`src/rtl/mmu_trans_arb_pkg.sv`:
```
// Shared types for the address-translation arbiter: result bundle, owner id
// and requester slot helpers.
package mmu_trans_arb_pkg;

    typedef struct packed {
        logic [31:0] pa;
        logic [1:0]  mat;
        logic        page_fault;
        logic        page_invalid;
        logic        page_dirty;
        logic        plv_fault;
    } trans_rsp_t;

    typedef enum logic [1:0] {
        OWN_NONE = 2'd0,
        OWN_IF   = 2'd1,
        OWN_LSU  = 2'd2,
        OWN_CSR  = 2'd3
    } trans_owner_e;

    // Bit positions of each requester in the grant / valid vectors.
    localparam int SLOT_IF  = 0;
    localparam int SLOT_LSU = 1;
    localparam int SLOT_CSR = 2;
    localparam int NUM_SLOTS = 3;

    function automatic trans_owner_e slot_owner(input int slot);
        case (slot)
            SLOT_IF:  return OWN_IF;
            SLOT_LSU: return OWN_LSU;
            SLOT_CSR: return OWN_CSR;
            default:  return OWN_NONE;
        endcase
    endfunction

    function automatic trans_owner_e grant_to_owner(input logic [2:0] gnt);
        trans_owner_e owner;
        owner = OWN_NONE;
        if (gnt[SLOT_IF])  owner = OWN_IF;
        if (gnt[SLOT_LSU]) owner = OWN_LSU;
        if (gnt[SLOT_CSR]) owner = OWN_CSR;
        return owner;
    endfunction

endpackage

```
`src/rtl/mmu_trans_arb_if.sv`:
```
// One requester's view of the translation arbiter: request handshake plus
// the one-cycle-later result.
interface mmu_trans_arb_if;
    import mmu_trans_arb_pkg::*;

    logic        req_valid;
    logic [31:0] req_va;
    logic        req_ready;
    logic        rsp_valid;
    trans_rsp_t  rsp;

    modport master (
        output req_valid,
        output req_va,
        input  req_ready,
        input  rsp_valid,
        input  rsp
    );

    modport slave (
        input  req_valid,
        input  req_va,
        output req_ready,
        output rsp_valid,
        output rsp
    );

endinterface

```
`src/rtl/mmu_trans_arb_prio_sel.sv`:
```
// Combinational priority picker: CSR > starved IF > LSU > IF, with flush
// blocking IF and LSU.
module trans_prio_sel
    import mmu_trans_arb_pkg::*;
(
    input  logic [2:0] req_valid,
    input  logic       if_starved,
    input  logic       flush,
    output logic [2:0] gnt
);

    always_comb begin
        gnt = '0;
        if (req_valid[SLOT_CSR]) begin
            gnt[SLOT_CSR] = 1'b1;
        end else if (!flush) begin
            if (req_valid[SLOT_IF] && if_starved) begin
                gnt[SLOT_IF] = 1'b1;
            end else if (req_valid[SLOT_LSU]) begin
                gnt[SLOT_LSU] = 1'b1;
            end else if (req_valid[SLOT_IF]) begin
                gnt[SLOT_IF] = 1'b1;
            end
        end
    end

endmodule

```
`src/rtl/mmu_trans_arb.sv`:
```
// Shares the combinational addr_trans port between IF, LSU and CSR probe;
// the result comes back through a shared register one cycle after the grant.
module mmu_trans_arb
    import mmu_trans_arb_pkg::*;
#(
    parameter int STARVE_MAX = 4
) (
    input  logic        clk,
    input  logic        reset,
    input  logic        flush,
    mmu_trans_arb_if.slave ifu,
    mmu_trans_arb_if.slave lsu,
    mmu_trans_arb_if.slave csr,
    output logic [31:0] at_va,
    input  logic [31:0] at_pa,
    input  logic [1:0]  at_mat,
    input  logic        at_page_fault,
    input  logic        at_page_invalid,
    input  logic        at_page_dirty,
    input  logic        at_plv_fault
);

    localparam logic [3:0] STARVE_LIM = 4'(STARVE_MAX);

    logic [2:0]   req_valid;
    logic [2:0]   gnt;
    logic [2:0]   rsp_valid;
    logic         if_starved;
    trans_rsp_t   at_rsp;
    trans_rsp_t   rsp_out;
    trans_owner_e owner_reg, owner_next;
    trans_rsp_t   result_reg;
    logic [3:0]   starve_cnt_reg, starve_cnt_next;

    // Masking valids with reset keeps every ready low while reset is held.
    assign req_valid = {csr.req_valid, lsu.req_valid, ifu.req_valid} & {3{~reset}};
    assign if_starved = (starve_cnt_reg == STARVE_LIM);

    trans_prio_sel u_prio_sel (
        .req_valid (req_valid),
        .if_starved(if_starved),
        .flush     (flush),
        .gnt       (gnt)
    );

    // IF VA is the idle default so the TLB index is already driven for fetch.
    always_comb begin
        at_va = ifu.req_va;
        if (gnt[SLOT_LSU]) at_va = lsu.req_va;
        if (gnt[SLOT_CSR]) at_va = csr.req_va;
    end

    assign at_rsp = '{
        pa:           at_pa,
        mat:          at_mat,
        page_fault:   at_page_fault,
        page_invalid: at_page_invalid,
        page_dirty:   at_page_dirty,
        plv_fault:    at_plv_fault
    };

    assign owner_next = grant_to_owner(gnt);

    always_comb begin
        starve_cnt_next = starve_cnt_reg;
        if (flush || !ifu.req_valid || gnt[SLOT_IF]) begin
            starve_cnt_next = '0;
        end else if (starve_cnt_reg != STARVE_LIM) begin
            starve_cnt_next = starve_cnt_reg + 4'd1;
        end
    end

    always_ff @(posedge clk) begin
        if (reset) begin
            owner_reg      <= OWN_NONE;
            result_reg     <= '0;
            starve_cnt_reg <= '0;
        end else begin
            owner_reg      <= owner_next;
            starve_cnt_reg <= starve_cnt_next;
            if (|gnt) result_reg <= at_rsp;
        end
    end

    // A response still pending when reset rises is dropped, not presented.
    assign rsp_out = reset ? '0 : result_reg;

    for (genvar gi = 0; gi < NUM_SLOTS; gi++) begin : g_rsp_valid
        assign rsp_valid[gi] = !reset && (owner_reg == slot_owner(gi));
    end

    assign ifu.req_ready = gnt[SLOT_IF];
    assign lsu.req_ready = gnt[SLOT_LSU];
    assign csr.req_ready = gnt[SLOT_CSR];

    assign ifu.rsp_valid = rsp_valid[SLOT_IF];
    assign lsu.rsp_valid = rsp_valid[SLOT_LSU];
    assign csr.rsp_valid = rsp_valid[SLOT_CSR];

    assign ifu.rsp = rsp_out;
    assign lsu.rsp = rsp_out;
    assign csr.rsp = rsp_out;

endmodule

```
`src/flat_wrapper.sv`:
```
// flat-port wrapper written by rule: the top's interface ports become plain ports
module mmu_trans_arb_flat import mmu_trans_arb_pkg::*;
#(
    parameter int STARVE_MAX = 4
)
  (clk, reset, flush, at_va, at_pa, at_mat, at_page_fault, at_page_invalid, at_page_dirty, at_plv_fault, ifu_req_valid, ifu_req_va, ifu_req_ready, ifu_rsp_valid, ifu_rsp, lsu_req_valid, lsu_req_va, lsu_req_ready, lsu_rsp_valid, lsu_rsp, csr_req_valid, csr_req_va, csr_req_ready, csr_rsp_valid, csr_rsp);
  mmu_trans_arb_if ifu_i ();
  mmu_trans_arb_if lsu_i ();
  mmu_trans_arb_if csr_i ();
  input  logic clk;
  input  logic reset;
  input  logic flush;
  output logic [31:0] at_va;
  input  logic [31:0] at_pa;
  input  logic [1:0] at_mat;
  input  logic at_page_fault;
  input  logic at_page_invalid;
  input  logic at_page_dirty;
  input  logic at_plv_fault;
  input wire logic [$bits(ifu_i.req_valid)-1:0] ifu_req_valid;
  input wire logic [$bits(ifu_i.req_va)-1:0] ifu_req_va;
  output wire logic [$bits(ifu_i.req_ready)-1:0] ifu_req_ready;
  output wire logic [$bits(ifu_i.rsp_valid)-1:0] ifu_rsp_valid;
  output wire logic [$bits(ifu_i.rsp)-1:0] ifu_rsp;
  input wire logic [$bits(lsu_i.req_valid)-1:0] lsu_req_valid;
  input wire logic [$bits(lsu_i.req_va)-1:0] lsu_req_va;
  output wire logic [$bits(lsu_i.req_ready)-1:0] lsu_req_ready;
  output wire logic [$bits(lsu_i.rsp_valid)-1:0] lsu_rsp_valid;
  output wire logic [$bits(lsu_i.rsp)-1:0] lsu_rsp;
  input wire logic [$bits(csr_i.req_valid)-1:0] csr_req_valid;
  input wire logic [$bits(csr_i.req_va)-1:0] csr_req_va;
  output wire logic [$bits(csr_i.req_ready)-1:0] csr_req_ready;
  output wire logic [$bits(csr_i.rsp_valid)-1:0] csr_rsp_valid;
  output wire logic [$bits(csr_i.rsp)-1:0] csr_rsp;
  assign ifu_i.req_valid = ifu_req_valid;
  assign ifu_i.req_va = ifu_req_va;
  assign ifu_req_ready = ifu_i.req_ready;
  assign ifu_rsp_valid = ifu_i.rsp_valid;
  assign ifu_rsp = ifu_i.rsp;
  assign lsu_i.req_valid = lsu_req_valid;
  assign lsu_i.req_va = lsu_req_va;
  assign lsu_req_ready = lsu_i.req_ready;
  assign lsu_rsp_valid = lsu_i.rsp_valid;
  assign lsu_rsp = lsu_i.rsp;
  assign csr_i.req_valid = csr_req_valid;
  assign csr_i.req_va = csr_req_va;
  assign csr_req_ready = csr_i.req_ready;
  assign csr_rsp_valid = csr_i.rsp_valid;
  assign csr_rsp = csr_i.rsp;
  mmu_trans_arb #(.STARVE_MAX(STARVE_MAX)) u_core (.clk(clk), .reset(reset), .flush(flush), .ifu(ifu_i), .lsu(lsu_i), .csr(csr_i), .at_va(at_va), .at_pa(at_pa), .at_mat(at_mat), .at_page_fault(at_page_fault), .at_page_invalid(at_page_invalid), .at_page_dirty(at_page_dirty), .at_plv_fault(at_plv_fault));
endmodule
```
`config.mk`:
```
export PLATFORM = sky130hd
export DESIGN_NAME = mmu_trans_arb_flat
export DESIGN_NICKNAME = d
export VERILOG_FILES = /design/src/rtl/mmu_trans_arb_pkg.sv /design/src/rtl/mmu_trans_arb_if.sv /design/src/rtl/mmu_trans_arb_prio_sel.sv /design/src/rtl/mmu_trans_arb.sv /design/src/flat_wrapper.sv
export SDC_FILE = /design/constraint.sdc
export NUM_CORES = 1
export LEC_CHECK = 0
export ABC_AREA = 1
export BUFFER_PORTS_ARGS = -buffer_cell sky130_fd_sc_hd__buf_2
export CAP_MARGIN = 20
export CELL_PAD_IN_SITES_DETAIL_PLACEMENT = 1
export CELL_PAD_IN_SITES_GLOBAL_PLACEMENT = 2
export CORE_MARGIN = 3
export CORE_UTILIZATION = 18
export DETAILED_ROUTE_END_ITERATION = 10
export GPL_TIMING_DRIVEN = 0
export PLACE_DENSITY_LB_ADDON = 0.08
export SLEW_MARGIN = 5
export SYNTH_ARGS = -nofsm -noshare
export SYNTH_HDL_FRONTEND = slang
export SYNTH_SLANG_ARGS = --single-unit
```
`constraint.sdc`:
```
create_clock -name clk -period 1.9 [get_ports clk]
set_input_delay 0.38 -clock clk [delete_from_list [all_inputs] [get_ports clk]]
set_output_delay 0.38 -clock clk [all_outputs]
set_load 0.05 [all_outputs]
```
=== Yosys cells after proc, flatten, opt, wreduce, memory -nomap -nowiden ===
Index checks and enable logic that the tools add are counted.

* $add $sub $neg: 1
* Equal/unequal tests: 5
* Multiplexer cells: 14
* Bitwise logic cells: 2
* Reduce and logical (&&, ||, !) cells: 10

{| class="wikitable"
|+ Operator list
! kind !! count
|-
| 2-to-1 mux 32 bit || 2
|-
| 2-to-1 mux 38 bit || 1
|-
| 2-to-1 mux 2 bit || 4
|-
| 2-to-1 mux 1 bit || 7
|-
| adder 4 x 1 -> 4 bit, second input constant || 1
|-
| equality test 2 bit, second input constant || 2
|-
| equality test 4 x 3 -> 1 bit, second input constant || 1
|-
| logical AND 1 bit || 4
|-
| != test 4 x 3 -> 1 bit, second input constant || 1
|-
| AND 3 bit || 1
|-
| OR reduction 3 bit || 1
|-
| equality test 2 x 1 -> 1 bit, second input constant || 1
|-
| zero test 1 bit || 2
|-
| logical OR 1 bit || 2
|-
| OR reduction 2 bit || 1
|-
| inverter 1 bit || 1
|}

* Register bits: 44
* Input bits: 140
* Output and inout port bits: 152

=== Depth between registers and ports, before layout ===
* Word-level depth: 10
* Gate-level depth with buffers: 9

=== By module ===
A second synthesis with hierarchy kept.

* Cell total of the unflattened synthesis: 577
* Area total of the unflattened synthesis: 3454.6 µm²

{| class="wikitable"
|+ By module, submodules not included
! module !! instances !! cells each !! area an instance (µm²) !! sequential area each (µm²)
|-
| mmu_trans_arb || 1 || 567 || 3410.8 || 880.8
|-
| trans_prio_sel || 1 || 10 || 43.8 || 0.0
|}

=== Least setup slack after synthesis ===
No wires, ideal clock.

* Path kind: input to output
* Start: input port reset
* End: output port ifu_rsp_valid
* Arrival: 1.841 ns
* Required time: 1.520 ns
* Path slack: -0.321 ns
* Cell stages on the path: 3
* Cell sequence: buf_4 > clkbuf_1 > nor3_1

* Word-level cells in the longest chain between the ends: 2

{| class="wikitable"
|+ Ends and longest elaborated chain
! what !! line !! RTL
|-
| start, declared || flat_wrapper.sv:11 || <nowiki>input logic reset;</nowiki>
|-
| zero test 1 bit || mmu_trans_arb.sv:89 || <nowiki>assign rsp_valid[gi] = !reset && (owner_reg == slot_owner(gi));</nowiki>
|-
| logical AND 1 bit || mmu_trans_arb.sv:89 ||
|-
| end, declared || flat_wrapper.sv:23 || <nowiki>output wire logic [$bits(ifu_i.rsp_valid)-1:0] ifu_rsp_valid;</nowiki>
|}

No other way between the ends.

=== Final worst setup path ===
* Start: register u_core.starve_cnt_reg[0]
* End: output port at_va[13]

* Word-level cells in the longest chain between the ends: 7

{| class="wikitable"
|+ Ends and longest elaborated chain
! what !! line !! RTL
|-
| start, declared || mmu_trans_arb.sv:33 || <nowiki>logic [3:0] starve_cnt_reg, starve_cnt_next;</nowiki>
|-
| start signal, assigned || mmu_trans_arb.sv:80 || <nowiki>starve_cnt_reg <= starve_cnt_next;</nowiki>
|-
| equality test 4 x 3 -> 1 bit || mmu_trans_arb.sv:37 || <nowiki>assign if_starved = (starve_cnt_reg == STARVE_LIM);</nowiki>
|-
| logical AND 1 bit || mmu_trans_arb_prio_sel.sv:17 || <nowiki>if (req_valid[SLOT_IF] && if_starved) begin</nowiki>
|-
| 2-to-1 mux 1 bit || mmu_trans_arb_prio_sel.sv:17 ||
|-
| 2-to-1 mux 2 bit || mmu_trans_arb_prio_sel.sv:16 || <nowiki>end else if (!flush) begin</nowiki>
|-
| 2-to-1 mux 2 bit || mmu_trans_arb_prio_sel.sv:14 || <nowiki>if (req_valid[SLOT_CSR]) begin</nowiki>
|-
| 2-to-1 mux 32 bit || mmu_trans_arb.sv:49 || <nowiki>if (gnt[SLOT_LSU]) at_va = lsu.req_va;</nowiki>
|-
| 2-to-1 mux 32 bit || mmu_trans_arb.sv:50 || <nowiki>if (gnt[SLOT_CSR]) at_va = csr.req_va;</nowiki>
|-
| end, declared || flat_wrapper.sv:13 || <nowiki>output logic [31:0] at_va;</nowiki>
|}

No other way between the ends.

==> impl_metrics.py <==
metrics = {
    "yosys": {
        "synth_seq_cells": 44,
        "synthXorXnorAreaFrac_pct": 0.2487,
        "synth_area_leaders": "dfxtp_1 (25%), buf_4 (18%), nand3_1 (15%)",
        "yosys.area.top_type": "dfxtp_1",
        "synth_area_mm2": 0.003522,
        "ys_warn_count": 0,
        "yosys.area_share.adder_pct": 0.7105,
        "synth_compound_area_share_pct": 6.714,
        "synthesis.nets": 707,
        "synthSimpleGateAreaFrac_pct": 39.57,
        "synth_top_family_by_area": "simple AND/OR/NAND/NOR gates",
        "yosysTopAreaCellShare_pct": 25.01,
        "synth.avg_cell_area_um2": 6.234,
        "ys_seq_area_share_pct": 25.01,
        "synthMuxAreaShare_pct": 0,
        "synth_cells": 565,
        "synth.distinct_cells": 23,
    },
    "power_and_ir_drop": {
        "seqPwrFrac_pct": 25.3,
        "clockPowerShare_pct": 26.2,
        "power_density_mw_per_mm2": 627.1,
        "leakagePower_nw": 3.681,
        "p_int_mw": 2.323,
        "power_frac_comb_pct": 48.5,
        "power.net_switching_mw": 1.689,
        "ir_drop_uv": 286.9,
        "swShare_pct": 42.10,
    },
    "timing": {
        "rsz0062_at_grt": "true",
        "fmax_mhz": 465.8,
        "period_share_pct": 113.0,
        "fin_crit_ps": 2147,
        "relSlewSlack_pct": 60.04,
        "hold_viol": 0,
        "tightest_slew_ps": 599.4,
        "setup-violations-final": 34,
        "skew_ps": 1.224,
        "worst_slack_ps": -246.9,
        "drv_slew": 0,
        "tns_ps": -7340,
    },
    "run_status": {
        "violations": "setup timing",
        "outcome": "finished with violations",
    },
    "global_routing": {
        "overflow": 0,
        "antenna_found_initial": 0,
        "grt_pass1_wl_um": 28570,
        "track_usage_pct": 16.40,
        "grt_pass1_vias": 5119,
        "grt_max_degree": 15,
    },
    "min_path": {
        "min_path_type": "input port to register",
        "worstHoldStart": "at_pa[2]",
        "hold_end": "u_core.result_reg[8]",
        "hold_depth": 3,
    },
    "die": {
        "coreArea_mm2": 0.01896,
        "die_y_um": 145.9,
        "start_util_pct": 18.58,
        "die_w_um": 145.9,
        "die_area_mm2": 0.02128,
        "rows": 50,
        "io-pin-count": 292,
    },
    "cts": {
        "clk-insertion-delay-late_ps": 290,
        "cts_tree": "yes",
        "htree_levels": 2,
        "clockBufferDepth": 2,
        "cts-root-buf": "clkbuf_16",
        "clk_pin_slew_ps": 70,
        "cts-buffers-inserted": 5,
        "cts_hold_buf": 0,
        "cts.sinks": 44,
    },
    "setup_path": {
        "criticalPathCategory": "register to output port",
        "timing.rr.end": "u_core.starve_cnt_reg[1]",
        "rr_startpoint": "u_core.starve_cnt_reg[1]",
        "cp-end-kind": "output port",
        "critPathMaxFanout": 5,
        "critical_path_arrival_ps": 1770,
        "r2r_cells": 9,
        "start_kind": "register",
        "cp.required_ps": 1520,
        "r2r_setup_slack_ps": 390,
    },
    "placed_design": {
        "hpwl_um": 14720,
        "place_congestion": 0.7794,
        "port_buffers": 290,
        "placed_cells_incl_taps": 1115,
    },
    "flow_run": {
        "drv_cap": 0,
    },
    "routing": {
        "wirelength_um": 18190,
        "drc_errors": 0,
        "vias": 4842,
        "dr.pass1.iters": 4,
        "drtIter0Drc": 119,
        "vias_per_cell": 4.244,
        "drtAntennaViolNets": 0,
        "routedWlPerCell_um": 15.94,
    },
    "finish": {
        "drive_above_1_share_pct": 57.05,
        "instances_no_fill": 1141,
        "final_net_count": 1021,
        "syn_to_final_growth_pct": 81.63,
        "largest_reg_flops": 38,
    },
}
## how the worst max path moves through the flow
stage / cells past startpoint / end / slack (ps) / startpoint
2_1_floorplan: 3 / ifu_rsp_valid / -320 / reset
3_3_place_gp: 9 / at_va[13] / -440 / u_core.starve_cnt_reg[0]
4_1_cts: 10 / at_va[21] / -290 / u_core.starve_cnt_reg[1]
5_1_grt: 10 / at_va[1] / -340 / u_core.starve_cnt_reg[1]
3_5_place_dp: 9 / at_va[13] / -500 / u_core.starve_cnt_reg[0]
6_report: 10 / at_va[13] / -250 / u_core.starve_cnt_reg[0]
## critical path, cell delays in order (launching register included)
cell and delay (ps):
dfxtp_2 320, inv_2 70, ha_4 150, nand2_4 60, nor2_4 120, nand2_4 100
buf_12 160, buf_8 120, nand4_1 100, nand3_2 100, buf_8 160
## layout by cell type, fill, tap and decap left out, types with 2 or more instances in the layout
cell type | synthesis | final
nand4_1 | 32 | 32
nand2_4 | 1 | 3
buf_6 | 2 | 14
nor2_2 | 2 | 22
inv_2 | 1 | 3
inv_1 | 46 | 44
clkbuf_4 | 0 | 3
buf_8 | 0 | 30
nor2_1 | 79 | 56
a21oi_1 | 42 | 42
clkbuf_8 | 0 | 2
nand3_1 | 105 | 66
buf_1 | 3 | 3
nand3_2 | 0 | 39
nor3_1 | 3 | 3
buf_4 | 83 | 91
dfxtp_1 | 44 | 42
clkbuf_1 | 16 | 7
nand2_1 | 82 | 80
clkbuf_16 | 0 | 8
nor2_4 | 0 | 3
dfxtp_2 | 0 | 2
buf_2 | 16 | 268
clkbuf_2 | 0 | 5
## logic make-up after synthesis
logic type / after synthesis
and+or+nand+nor: 306
buffers and inverters: 168
AOI/OAI and AO/OA: 44
adders and majority gates: 2
xor gates and xnor gates: 1
DFF: 44
## cells in the mapped netlist
cell / number
a21oi_1: 42
buf_1: 3
buf_2: 16
buf_4: 83
buf_6: 2
clkbuf_1: 16
clkinv_1: 1
dfxtp_1: 44
ha_1: 2
inv_1: 46
inv_2: 1
nand2_1: 82
nand2_2: 1
nand2_4: 1
nand3_1: 105
nand4_1: 32
nor2_1: 79
nor2_2: 2
nor3_1: 3
nor3b_4: 1
o211ai_4: 1
o21ai_0: 1
xnor2_1: 1
## per-layer routing
| layer | track usage (%) | up-vias | routed length [um] |
|---|---|---|---|
| met5 | 0 | - | 0 |
| met4 | 2.991 | 0 | 216 |
| met3 | 4.049 | 16 | 1131 |
| met2 | 30.22 | 169 | 9412 |
| met1 | 19.35 | 2268 | 7433 |
| li1 | - | 2389 | - |
## what timing repair did
| item | in CTS | in global routing |
|---|---|---|
| gates cloned | 2 | 2 |
| pin swaps | 10 | 14 |
| gates resized for setup | 131 | 33 |
| endpoints found under the setup margin | 119 | 46 |
| setup buffers | 10 | 3 |
## per-stage QoR
stage	instance area [um2]	util [%]	worst slack (ps)	hold slack (ps)	total power, mW
final	6397	33.75	-246.9	303.7	4.012
after global placement	5482	28.92	-439.3	476.9	2.778
after detailed placement	5482	28.92	-502.6	501.6	2.802
after global routing	6395	33.74	-336.2	307.0	4.234
after CTS	6211	32.77	-286.0	293.0	4.038
after floorplan	3705	-	-320.7	460.1	2.317
## cell type report
cell class                 instances  area, um2
fill                            2459      12560
multi-input combinational        353       1973
timing repair buffer             307       1969
buffer                           120      884.6
sequential                        44      883.3
tap                              260      325.3
inverter                          48      181.4
clock buffer                       6      138.9
clock inverter                     2      38.79
antenna                            1      2.502
## power groups by stage
stage | clock [mW] | combinational (mW) | sequential [mW]
finish | 1.05 | 1.95 | 1.02
global placement | 0 | 1.74 | 1.03
detailed placement | 0 | 1.77 | 1.04
floorplan | 0 | 1.29 | 1.03
CTS | 1.10 | 1.93 | 1.02
global route | 1.13 | 2.08 | 1.02
No activity file was read; power rests on OpenSTA's default activity.
